<file path="config.mk">
export PLATFORM = sky130hd
export DESIGN_NAME = lpm_constant_bank_flat
export DESIGN_NICKNAME = d
export VERILOG_FILES = /design/src/rtl/lpm_constant_bank_if.sv /design/src/rtl/lpm_constant_bank.sv /design/src/flat_wrapper.sv
export SDC_FILE = /design/constraint.sdc
export NUM_CORES = 1
export LEC_CHECK = 0
export BUFFER_PORTS_ARGS = -buffer_cell sky130_fd_sc_hd__buf_2
export CORE_MARGIN = 1.5
export CORE_UTILIZATION = 35
export DETAILED_ROUTE_END_ITERATION = 16
export PLACE_DENSITY = 0.67
export SYNTH_ARGS = -nofsm -noshare
export SYNTH_HDL_FRONTEND = slang
export SYNTH_SLANG_ARGS = --single-unit
</file>
<file path="constraint.sdc">
create_clock -name clock -period 1.35 [get_ports clock]
set_input_delay 0.2025 -clock clock [delete_from_list [all_inputs] [get_ports clock]]
set_output_delay 0.2025 -clock clock [all_outputs]
set_load 0.1 [all_outputs]
</file>
<file path="src/rtl/lpm_constant_bank_if.sv">
// ============================================================================
// Module   : lpm_constant_bank_if
// Brief    : Write-port bundle (valid/ready, channel, data, bit mask) for the
//            lpm_constant_bank register file.
// Revision : 1.0 - initial release
// ============================================================================
`default_nettype none

interface lpm_constant_bank_if #(
    parameter int WIDTH  = 8,
    parameter int CHAN_W = 2
);
    logic              wr_valid;
    logic              wr_ready;
    logic [CHAN_W-1:0] wr_chan;
    logic [WIDTH-1:0]  wr_data;
    logic [WIDTH-1:0]  wr_mask;

    modport master (
        output wr_valid,
        output wr_chan,
        output wr_data,
        output wr_mask,
        input  wr_ready
    );

    modport slave (
        input  wr_valid,
        input  wr_chan,
        input  wr_data,
        input  wr_mask,
        output wr_ready
    );
endinterface

`default_nettype wire

</file>
<file path="src/rtl/lpm_constant_bank.sv">
// ============================================================================
// Module   : lpm_constant_bank
// Brief    : Bank of runtime-rewritable constants, preloaded from lpm_cvalue one
//            channel per cycle. Optional shadow copy with atomic commit when
//            LPM_CONSTANT_BANK_SHADOW_EN is defined.
// Revision : 1.0 - initial release
// ============================================================================
`default_nettype none

module lpm_constant_bank #(
    parameter int                                lpm_width    = 8,
    parameter int                                lpm_channels = 4,
    parameter logic [lpm_width*lpm_channels-1:0] lpm_cvalue   = '0,
    parameter string                             lpm_type     = "lpm_constant_bank"
) (
    input  wire logic                              clock,
    input  wire logic                              reset_n,
    input  wire logic                              reload,
    input  wire logic                              commit,
    lpm_constant_bank_if.slave                     wr,
    output logic [lpm_width*lpm_channels-1:0]      result,
    output logic                                   busy,
    output logic                                   wr_err
);

    localparam int                CHAN_W   = (lpm_channels > 1) ? $clog2(lpm_channels) : 1;
    localparam logic [CHAN_W-1:0] IDX_LAST = CHAN_W'(lpm_channels - 1);
    localparam logic [CHAN_W:0]   NUM_CH   = (CHAN_W + 1)'(lpm_channels);

    typedef enum logic [0:0] {
        S_INIT = 1'b0,
        S_IDLE = 1'b1
    } state_t;

    state_t            state;
    state_t            state_nxt;
    logic [CHAN_W-1:0] idx;
    logic [CHAN_W-1:0] idx_nxt;
    logic              load;
    logic              accept;
    logic              chan_ok;

    always_ff @(posedge clock) begin
        if (!reset_n) begin
            state <= S_INIT;
            idx   <= '0;
        end else begin
            state <= state_nxt;
            idx   <= idx_nxt;
        end
    end

    // reload in INIT restarts the sequence without loading that cycle
    always_comb begin
        state_nxt = state;
        idx_nxt   = idx;
        load      = 1'b0;
        case (state)
            S_INIT: begin
                if (reload) begin
                    idx_nxt = '0;
                end else begin
                    load = 1'b1;
                    if (idx == IDX_LAST) begin
                        state_nxt = S_IDLE;
                        idx_nxt   = '0;
                    end else begin
                        idx_nxt = idx + CHAN_W'(1);
                    end
                end
            end
            S_IDLE: begin
                if (reload) begin
                    state_nxt = S_INIT;
                    idx_nxt   = '0;
                end
            end
            default: begin
                state_nxt = S_INIT;
                idx_nxt   = '0;
            end
        endcase
    end

    assign busy        = (state == S_INIT);
    assign wr.wr_ready = (state == S_IDLE) && !reload;
    assign accept      = wr.wr_valid && wr.wr_ready;
    assign chan_ok     = ({1'b0, wr.wr_chan} < NUM_CH);

    always_ff @(posedge clock) begin
        if (!reset_n) begin
            wr_err <= 1'b0;
        end else begin
            wr_err <= accept && !chan_ok;
        end
    end

`ifdef LPM_CONSTANT_BANK_SHADOW_EN
    logic commit_en;
    assign commit_en = commit && (state == S_IDLE);
`else
    logic unused_commit;
    assign unused_commit = commit;
`endif

    for (genvar i = 0; i < lpm_channels; i++) begin : g_ch
        logic                 load_ch;
        logic                 hit;
        logic [lpm_width-1:0] live;
        logic [lpm_width-1:0] merged;

        assign load_ch = load && (idx == CHAN_W'(i));
        assign hit     = accept && (wr.wr_chan == CHAN_W'(i));

`ifdef LPM_CONSTANT_BANK_SHADOW_EN
        logic [lpm_width-1:0] shadow;
        logic [lpm_width-1:0] shadow_nxt;

        assign merged     = (shadow & ~wr.wr_mask) | (wr.wr_data & wr.wr_mask);
        assign shadow_nxt = hit ? merged : shadow;

        // commit uses shadow_nxt so a same-cycle write is included
        always_ff @(posedge clock) begin
            if (!reset_n) begin
                shadow <= '0;
                live   <= '0;
            end else if (load_ch) begin
                shadow <= lpm_cvalue[i*lpm_width +: lpm_width];
                live   <= lpm_cvalue[i*lpm_width +: lpm_width];
            end else begin
                shadow <= shadow_nxt;
                if (commit_en) begin
                    live <= shadow_nxt;
                end
            end
        end
`else
        assign merged = (live & ~wr.wr_mask) | (wr.wr_data & wr.wr_mask);

        always_ff @(posedge clock) begin
            if (!reset_n) begin
                live <= '0;
            end else if (load_ch) begin
                live <= lpm_cvalue[i*lpm_width +: lpm_width];
            end else if (hit) begin
                live <= merged;
            end
        end
`endif

        assign result[i*lpm_width +: lpm_width] = live;
    end

endmodule

`default_nettype wire

</file>
<file path="src/flat_wrapper.sv">
// flat-port wrapper written by rule: the top's interface ports become plain ports
module lpm_constant_bank_flat 
#(
    parameter int                                lpm_width    = 8,
    parameter int                                lpm_channels = 4,
    parameter logic [lpm_width*lpm_channels-1:0] lpm_cvalue   = '0,
    parameter string                             lpm_type     = "                 "
)
  (clock, reset_n, reload, commit, result, busy, wr_err, wr_wr_valid, wr_wr_chan, wr_wr_data, wr_wr_mask, wr_wr_ready);
  lpm_constant_bank_if #(.WIDTH(8), .CHAN_W(2)) wr_i ();
  input  wire logic clock;
  input  wire logic reset_n;
  input  wire logic reload;
  input  wire logic commit;
  output logic [lpm_width*lpm_channels-1:0] result;
  output logic busy;
  output logic wr_err;
  input wire logic [$bits(wr_i.wr_valid)-1:0] wr_wr_valid;
  input wire logic [$bits(wr_i.wr_chan)-1:0] wr_wr_chan;
  input wire logic [$bits(wr_i.wr_data)-1:0] wr_wr_data;
  input wire logic [$bits(wr_i.wr_mask)-1:0] wr_wr_mask;
  output wire logic [$bits(wr_i.wr_ready)-1:0] wr_wr_ready;
  assign wr_i.wr_valid = wr_wr_valid;
  assign wr_i.wr_chan = wr_wr_chan;
  assign wr_i.wr_data = wr_wr_data;
  assign wr_i.wr_mask = wr_wr_mask;
  assign wr_wr_ready = wr_i.wr_ready;
  lpm_constant_bank #(.lpm_width(lpm_width), .lpm_channels(lpm_channels), .lpm_cvalue(lpm_cvalue), .lpm_type(lpm_type)) u_core (.clock(clock), .reset_n(reset_n), .reload(reload), .commit(commit), .wr(wr_i), .result(result), .busy(busy), .wr_err(wr_err));
endmodule
</file>
==> flow_summary.toml, run 1 <==
[timing]
whs_ns = 0.192
finalCritPeriodShare_pct = 95.7
period_minus_slack_ns = 1.29
tns_ns = 0
clock_skew_ns = 0.00357
slew_viol_final = 0
rsz0062_at_grt = "false"
finalSetupViolCount = 0
fmax_ghz = 0.774
hold_viol_final = 0

[global_route]
antenna_found_initial = 0
grt_pass1_wl_um = 7030
grt_max_degree = 41
gr-total-overflow = 0
grt_pass1_vias = 1524
grtUsageTotal_pct = 17.4

[yosys]
synth_ff_type = "dfxtp_1"
ys_top_cells_by_area = "dfxtp_1 (42%), a21oi_1 (10%), o21ai_0 (8.1%)"
synth_top_area_share_pct = 42.2
yosysWarnings = 0
synth_nets = 223
syn-cell-area_mm2 = 0.00166
synth_top_area_cell = "dfxtp_1"
synthCells = 196
synthMostInstantiatedCell = "dfxtp_1"
seq_area_frac_synth_pct = 42.2
async_flop_share_pct = 0
synth_edf_count = 0
yosysUniqueCellTypes = 25
syn_avg_cell_area_um2 = 8.47
yosys-top-cells-count = "dfxtp_1 (35), a21oi_1 (34), o21ai_0 (27), nand3_1 (16), nand4_1 (16)"
ys_ff_latch = 35

[layout]
num-fill-cells = 447
drive_gt1_share_pct = 32.8
multi_input_area_um2 = 858
final_nets = 285
register_area_um2 = 706
stdcell_count = 311
antennaDiodeCount = 0
final_util_pct = 49.9
syn2layout_area_growth_pct = 33.5

[placed_design]
place_inst = 302
port_buffers = 55
dp_hpwl_um = 3060
place_congestion = 0.789

[critical_path]
max_stage_delay_ns = 0.44
cp-end-kind = "output pin"
worst-setup-path-type = "reg -> out"
crit_arrival_ns = 1.09
worst-path-buf-inv = 1
start_kind = "flip-flop"
crit_slowest_cell = "buf_2"
critPathTopFamily = "buffers and inverters"
required_ns = 1.15
critPathMaxFanout = 2
path_cells = "buf_2"

[run]
max-cap-violations = 0

[clocking]
insertion_delay_ns = 0.29
cts_hold_buf = 0
cts.sinks = 35
cts_tree = "yes"
root_buffer = "clkbuf_8"
htreeDepth = 2
cts_inserted_buffers = 5
clockBufferDepth = 2
clkSlewWorstSetupHoldPaths_ns = 0.07

[routing]
firstDrtPassIters = 4
drc = 0
vias = 1627
routedWlPerCell_um = 13.9
wl_um = 4320
vias_per_cell = 5.23
final_antenna_net_count = 0
drt_iter0_drc = 96

[floorplanning]
die-area_mm2 = 0.00517
num_rows = 24
ioPinCount = 58
die_h_um = 71.9
core_mm2 = 0.00444
die_x_um = 71.9
start_util_pct = 37.4

[pwr]
pwr_density_cell_mw_per_mm2 = 1070
p_leak_uw = 0.000918
ir_worst_vdd_uv = 825
sequentialPowerShare_pct = 43.8
power_frac_comb_pct = 8.6
sw_frac_of_total_pct = 22.0
pwr-share-clk_pct = 47.6
p_int_uw = 1850
power_switching_uw = 522

[hold_path]
worstHoldPathType = "in -> reg"

[outcome]
status = "completed"
-- layer usage --
layer / wire length, um / vias up / share of wire (%) / GRT usage, %
met5: 0 / - / 0 / 0
met4: 55 / 0 / 1.3 / 5.87
met3: 272 / 7 / 6.3 / 5.49
met2: 2090 / 45 / 48 / 29.4
met1: 1900 / 740 / 44 / 21.0
li1: - / 835 / - / -
-- final timing paths --
check / from / end / slack, ns / cells past startpoint
setup / recovery: flip-flop / result[4] / 0.06 / 1
hold / removal: wr_wr_data[5] / flip-flop / 0.19 / 3
setup reg to reg: u_core.idx[1]$_SDFFE_PN0P_ / flip-flop / 0.11 / 5
hold reg to reg: flip-flop / flip-flop / 0.47 / 2
-- final cells by class --
class                      instances  area share (%)
multi-input combinational        141            38.7
sequential                        35            31.8
timing repair buffer              68            19.3
clock buffer                       6            3.27
tap                               52            2.94
clock inverter                     2            2.71
inverter                           7            1.19
-- cell usage in the layout, fill, tap and decap left out, types with 2 or more instances in the layout --
cell / n
nand2_1: 8
inv_1: 6
buf_4: 11
nand2b_1: 9
a21oi_1: 34
bufinv_16: 2
buf_12: 4
o21ai_0: 27
clkbuf_8: 5
ha_1: 4
nand3_1: 16
nor2b_1: 8
nand4_1: 16
o21ai_1: 5
o31ai_2: 3
buf_2: 53
dfxtp_1: 33
nor2_1: 2
-- through the flow --
| stage | setup WS (ns) | cell area [um^2] | power, uW |
|---|---|---|---|
| after floorplan | -0.423 | 1670 | 1170 |
| after global placement | 0.102 | 2060 | 1260 |
| after detailed placement | 0.0534 | 2060 | 1260 |
| after CTS | 0.0240 | 2190 | 2380 |
| after global routing | 0.0226 | 2220 | 2450 |
| final | 0.0575 | 2220 | 2370 |
-- kinds of logic (layout without fill, tap and decap cells) --
family / after synthesis / after routing / share of synthesized area, %
muxes: 1 / 1 / 0.603
and+or+nand+nor: 65 / 65 / 24.0
AOI/OAI and AO/OA: 70 / 70 / 22.9
DFF: 35 / 35 / 42.2
buffers and inverters: 20 / 83 / 7.08
adders and majority gates: 4 / 4 / 3.01
other: 1 / 1 / 0.226
-- worst reg2reg max path, stage by stage (launching register included) --
cell     delay [ns]
dfxtp_1        0.37
ha_1           0.19
inv_1          0.08
o31ai_4        0.26
buf_4          0.19
a21oi_1        0.05
-- power by group through the flow --
stage | Sequential (uW) | Clock [uW] | Combinational [uW]
detailed placement | 1060 | 0 | 201
finish | 1040 | 1130 | 204
floorplan | 1060 | 0 | 104
CTS | 1040 | 1140 | 201
global placement | 1060 | 0 | 197
global route | 1040 | 1190 | 225
-- what timing repair did --
item | in CTS | in global routing
buffers inserted | 0 | 2
setup endpoints to repair | 2 | 9
resized for setup | 3 | 2
hold endpoints to repair | 0 | 0
(Power assumes the default switching activity.)
==> run 2: changes to the inputs <==
--- a/config.mk
+++ b/config.mk
@@ -5,11 +5,12 @@
 export SDC_FILE = /design/constraint.sdc
 export NUM_CORES = 1
 export LEC_CHECK = 0
+export ABC_AREA = 1
 export BUFFER_PORTS_ARGS = -buffer_cell sky130_fd_sc_hd__buf_2
 export CORE_MARGIN = 1.5
 export CORE_UTILIZATION = 35
 export DETAILED_ROUTE_END_ITERATION = 16
-export PLACE_DENSITY = 0.67
+export PLACE_DENSITY = 0.68
 export SYNTH_ARGS = -nofsm -noshare
 export SYNTH_HDL_FRONTEND = slang
 export SYNTH_SLANG_ARGS = --single-unit
==> run 2 against run 1 <==
  * The flow now finishes with violations (DRC)
  * Maximum frequency fell by 1.0%
  * Sequential power barely moved
  * Total power fell by 12%
  * First-iteration DRC count fell by 34%
  * Clock skew rose by 0.0015 ns
  * Synthesized cell count rose by 12%
  * Sequential share of layout area rose by 0.72 points
  * Critical path type unchanged
  * Critical endpoint is now wr_wr_ready
  * Largest cell class unchanged
  * Largest power group is now sequential cells
  * Highest routed layer unchanged
==> flow_summary.toml, run 2 <==
[timing]
finalSetupViolCount = 0
finalCritPeriodShare_pct = 96.7
fmax_ghz = 0.766
rsz0062_at_grt = "false"
whs_ns = 0.153
hold_viol_final = 0
clock_skew_ns = 0.00510
slew_viol_final = 0
period_minus_slack_ns = 1.31

[floorplanning]
ioPinCount = 58
core_mm2 = 0.00444
num_rows = 24
die_h_um = 71.5
die-area_mm2 = 0.00511
die_x_um = 71.5
start_util_pct = 36.9

[clocking]
insertion_delay_ns = 0.28
cts_inserted_buffers = 5
clkSlewWorstSetupHoldPaths_ns = 0.07
htreeDepth = 2
root_buffer = "clkbuf_8"
clockBufferDepth = 2
cts_tree = "yes"
cts.sinks = 35

[layout]
antennaDiodeCount = 0
num-fill-cells = 465
stdcell_count = 335
syn2layout_area_growth_pct = 31.8
multi_input_area_um2 = 786
layout_common_cells = "buf_2 (53), nand2_1 (38), a21oi_1 (34)"
final_common_cell = "buf_2"
drive_gt1_share_pct = 32.2
register_area_um2 = 704
final_nets = 309
final_util_pct = 48.7

[yosys]
seq_area_frac_synth_pct = 42.7
ys_top_cells_by_area = "dfxtp_1 (43%), a21oi_1 (10%), nand3_1 (9.8%)"
synth_nets = 246
yosys.area_share.simple_pct = 30.3
syn-cell-area_mm2 = 0.00164
async_flop_share_pct = 0
synthMuxAreaShare_pct = 0
synth_top_area_share_pct = 42.7
ys_ff_latch = 35
synth_top_family_by_area = "simple AND/OR/NAND/NOR gates"
syn_avg_cell_area_um2 = 7.50
synth_compound_area_share_pct = 13.3
synth_fa_ha_area_share_pct = 3.05
yosys-top-cells-count = "nand2_1 (38), dfxtp_1 (35), nor2_1 (35), a21oi_1 (34), nand3_1 (32)"
synthCells = 219
synth_ff_type = "dfxtp_1"
yosysUniqueCellTypes = 15
yosysWarnings = 0
synth_edf_count = 0
synth_top_area_cell = "dfxtp_1"
synthMostInstantiatedCell = "nand2_1"
synth_xor_area_share_pct = 0

[global_route]
grt_max_degree = 17
antenna_found_initial = 0
grt_pass1_wl_um = 6000
grtUsageTotal_pct = 15.2
grt_pass1_vias = 1305
gr-total-overflow = 0

[pwr]
pwr_density_cell_mw_per_mm2 = 963
p_leak_uw = 0.00102
ir_worst_vdd_uv = 410

[critical_path]
critPathMaxFanout = 3
required_ns = 1.15
cp-end-kind = "output pin"
worst-setup-path-type = "reg -> out"
rrSetupSlack_ns = 0.15
start_kind = "flip-flop"
crit_arrival_ns = 1.10

[placed_design]
place_inst = 322
dp_hpwl_um = 2710
port_buffers = 55
place_congestion = 0.696

[outcome]
violations = "DRC"
status = "finished with violations"

[routing]
wl_um = 3930
vias_per_cell = 4.76
drt_iter0_drc = 63
final_antenna_net_count = 0
drc = 1
vias = 1596
routedWlPerCell_um = 11.7
firstDrtPassIters = 12

[hold_path]
worstHoldPathType = "in -> reg"

[run]
max-cap-violations = 0
==> run 2: changes by cell type after synthesis, sizes merged, moves of 8 or more <==
cell    change
nand2      +30
nand4      -16
nand3      +17
nor2b       -8
nand2b      -9
o21ai      -31
inv         +9
nor2       +36
==> run 2: cell families (layout without fill, tap and decap cells) <==
kind of cell	Yosys count	count (layout)
other cells	1	1
flops	35	35
simple gates	110	110
compound gates	40	40
fa+ha+maj	4	4
buf+inv	29	93
==> run 2: final cells by class <==
cell class,instances,share of cell area [%]
multi-input cells,155,36.3
clock buffers,8,4.63
inverters,16,2.78
flip-flops and latches,35,32.6
repair buffers,69,20.7
well taps,52,3.01
==> run 2: path summary, 6_finish.rpt <==
kind | startpoint | depth (start not counted) | endpoint
hold reg to reg | flip-flop | 2 | flip-flop
setup / recovery | u_core.state$_SDFF_PN0_ | 4 | wr_wr_ready
setup reg to reg | u_core.state$_SDFF_PN0_ | 7 | flip-flop
hold / removal | reset_n | 3 | u_core.idx[0]$_SDFFE_PN0P_
==> run 2: worst max-delay path, cell delays in order, from the launching register on <==
cell and delay (ns):
dfxtp_2 0.34, buf_4 0.12, inv_2 0.06, nor2_4 0.11, buf_12 0.18
==> run 2: per-stage QoR <==
step | setup TNS [ns] | instance area [um^2] | setup WS [ns] | power (uW)
floorplan | -1.12 | 1650 | -0.410 | 1200
CTS | -0.00618 | 2100 | -0.00618 | 2110
global placement | 0 | 1990 | 0.0691 | 1260
global route | 0 | 2160 | 0.00758 | 2170
detailed placement | 0 | 1990 | 0.0122 | 1260
finish | 0 | 2160 | 0.0444 | 2080
==> run 2: timing repair <==
item,4_1_cts,5_1_grt
buffers inserted,1,4
gates resized for setup,2,4
endpoints found under the setup margin,2,14
hold endpoints to repair,0,0
hold buffers,0,0
pin swaps,1,3
==> run 2: routing by layer <==
metal  vias up  share of wire (%)  GRT usage (%)
met3         2                6.8           4.64
met5         -                  0              0
met2        47                 46           24.2
li1        838                  -              -
met4         0               0.41           4.40
met1       709                 46           20.2
==> run 2: where the power goes <==
group	switching (uW)	internal, uW	leakage (uW)
clock network	371	466	0.0000515
logic	136	69.2	0.000680
registers	4.82	1040	0.000283
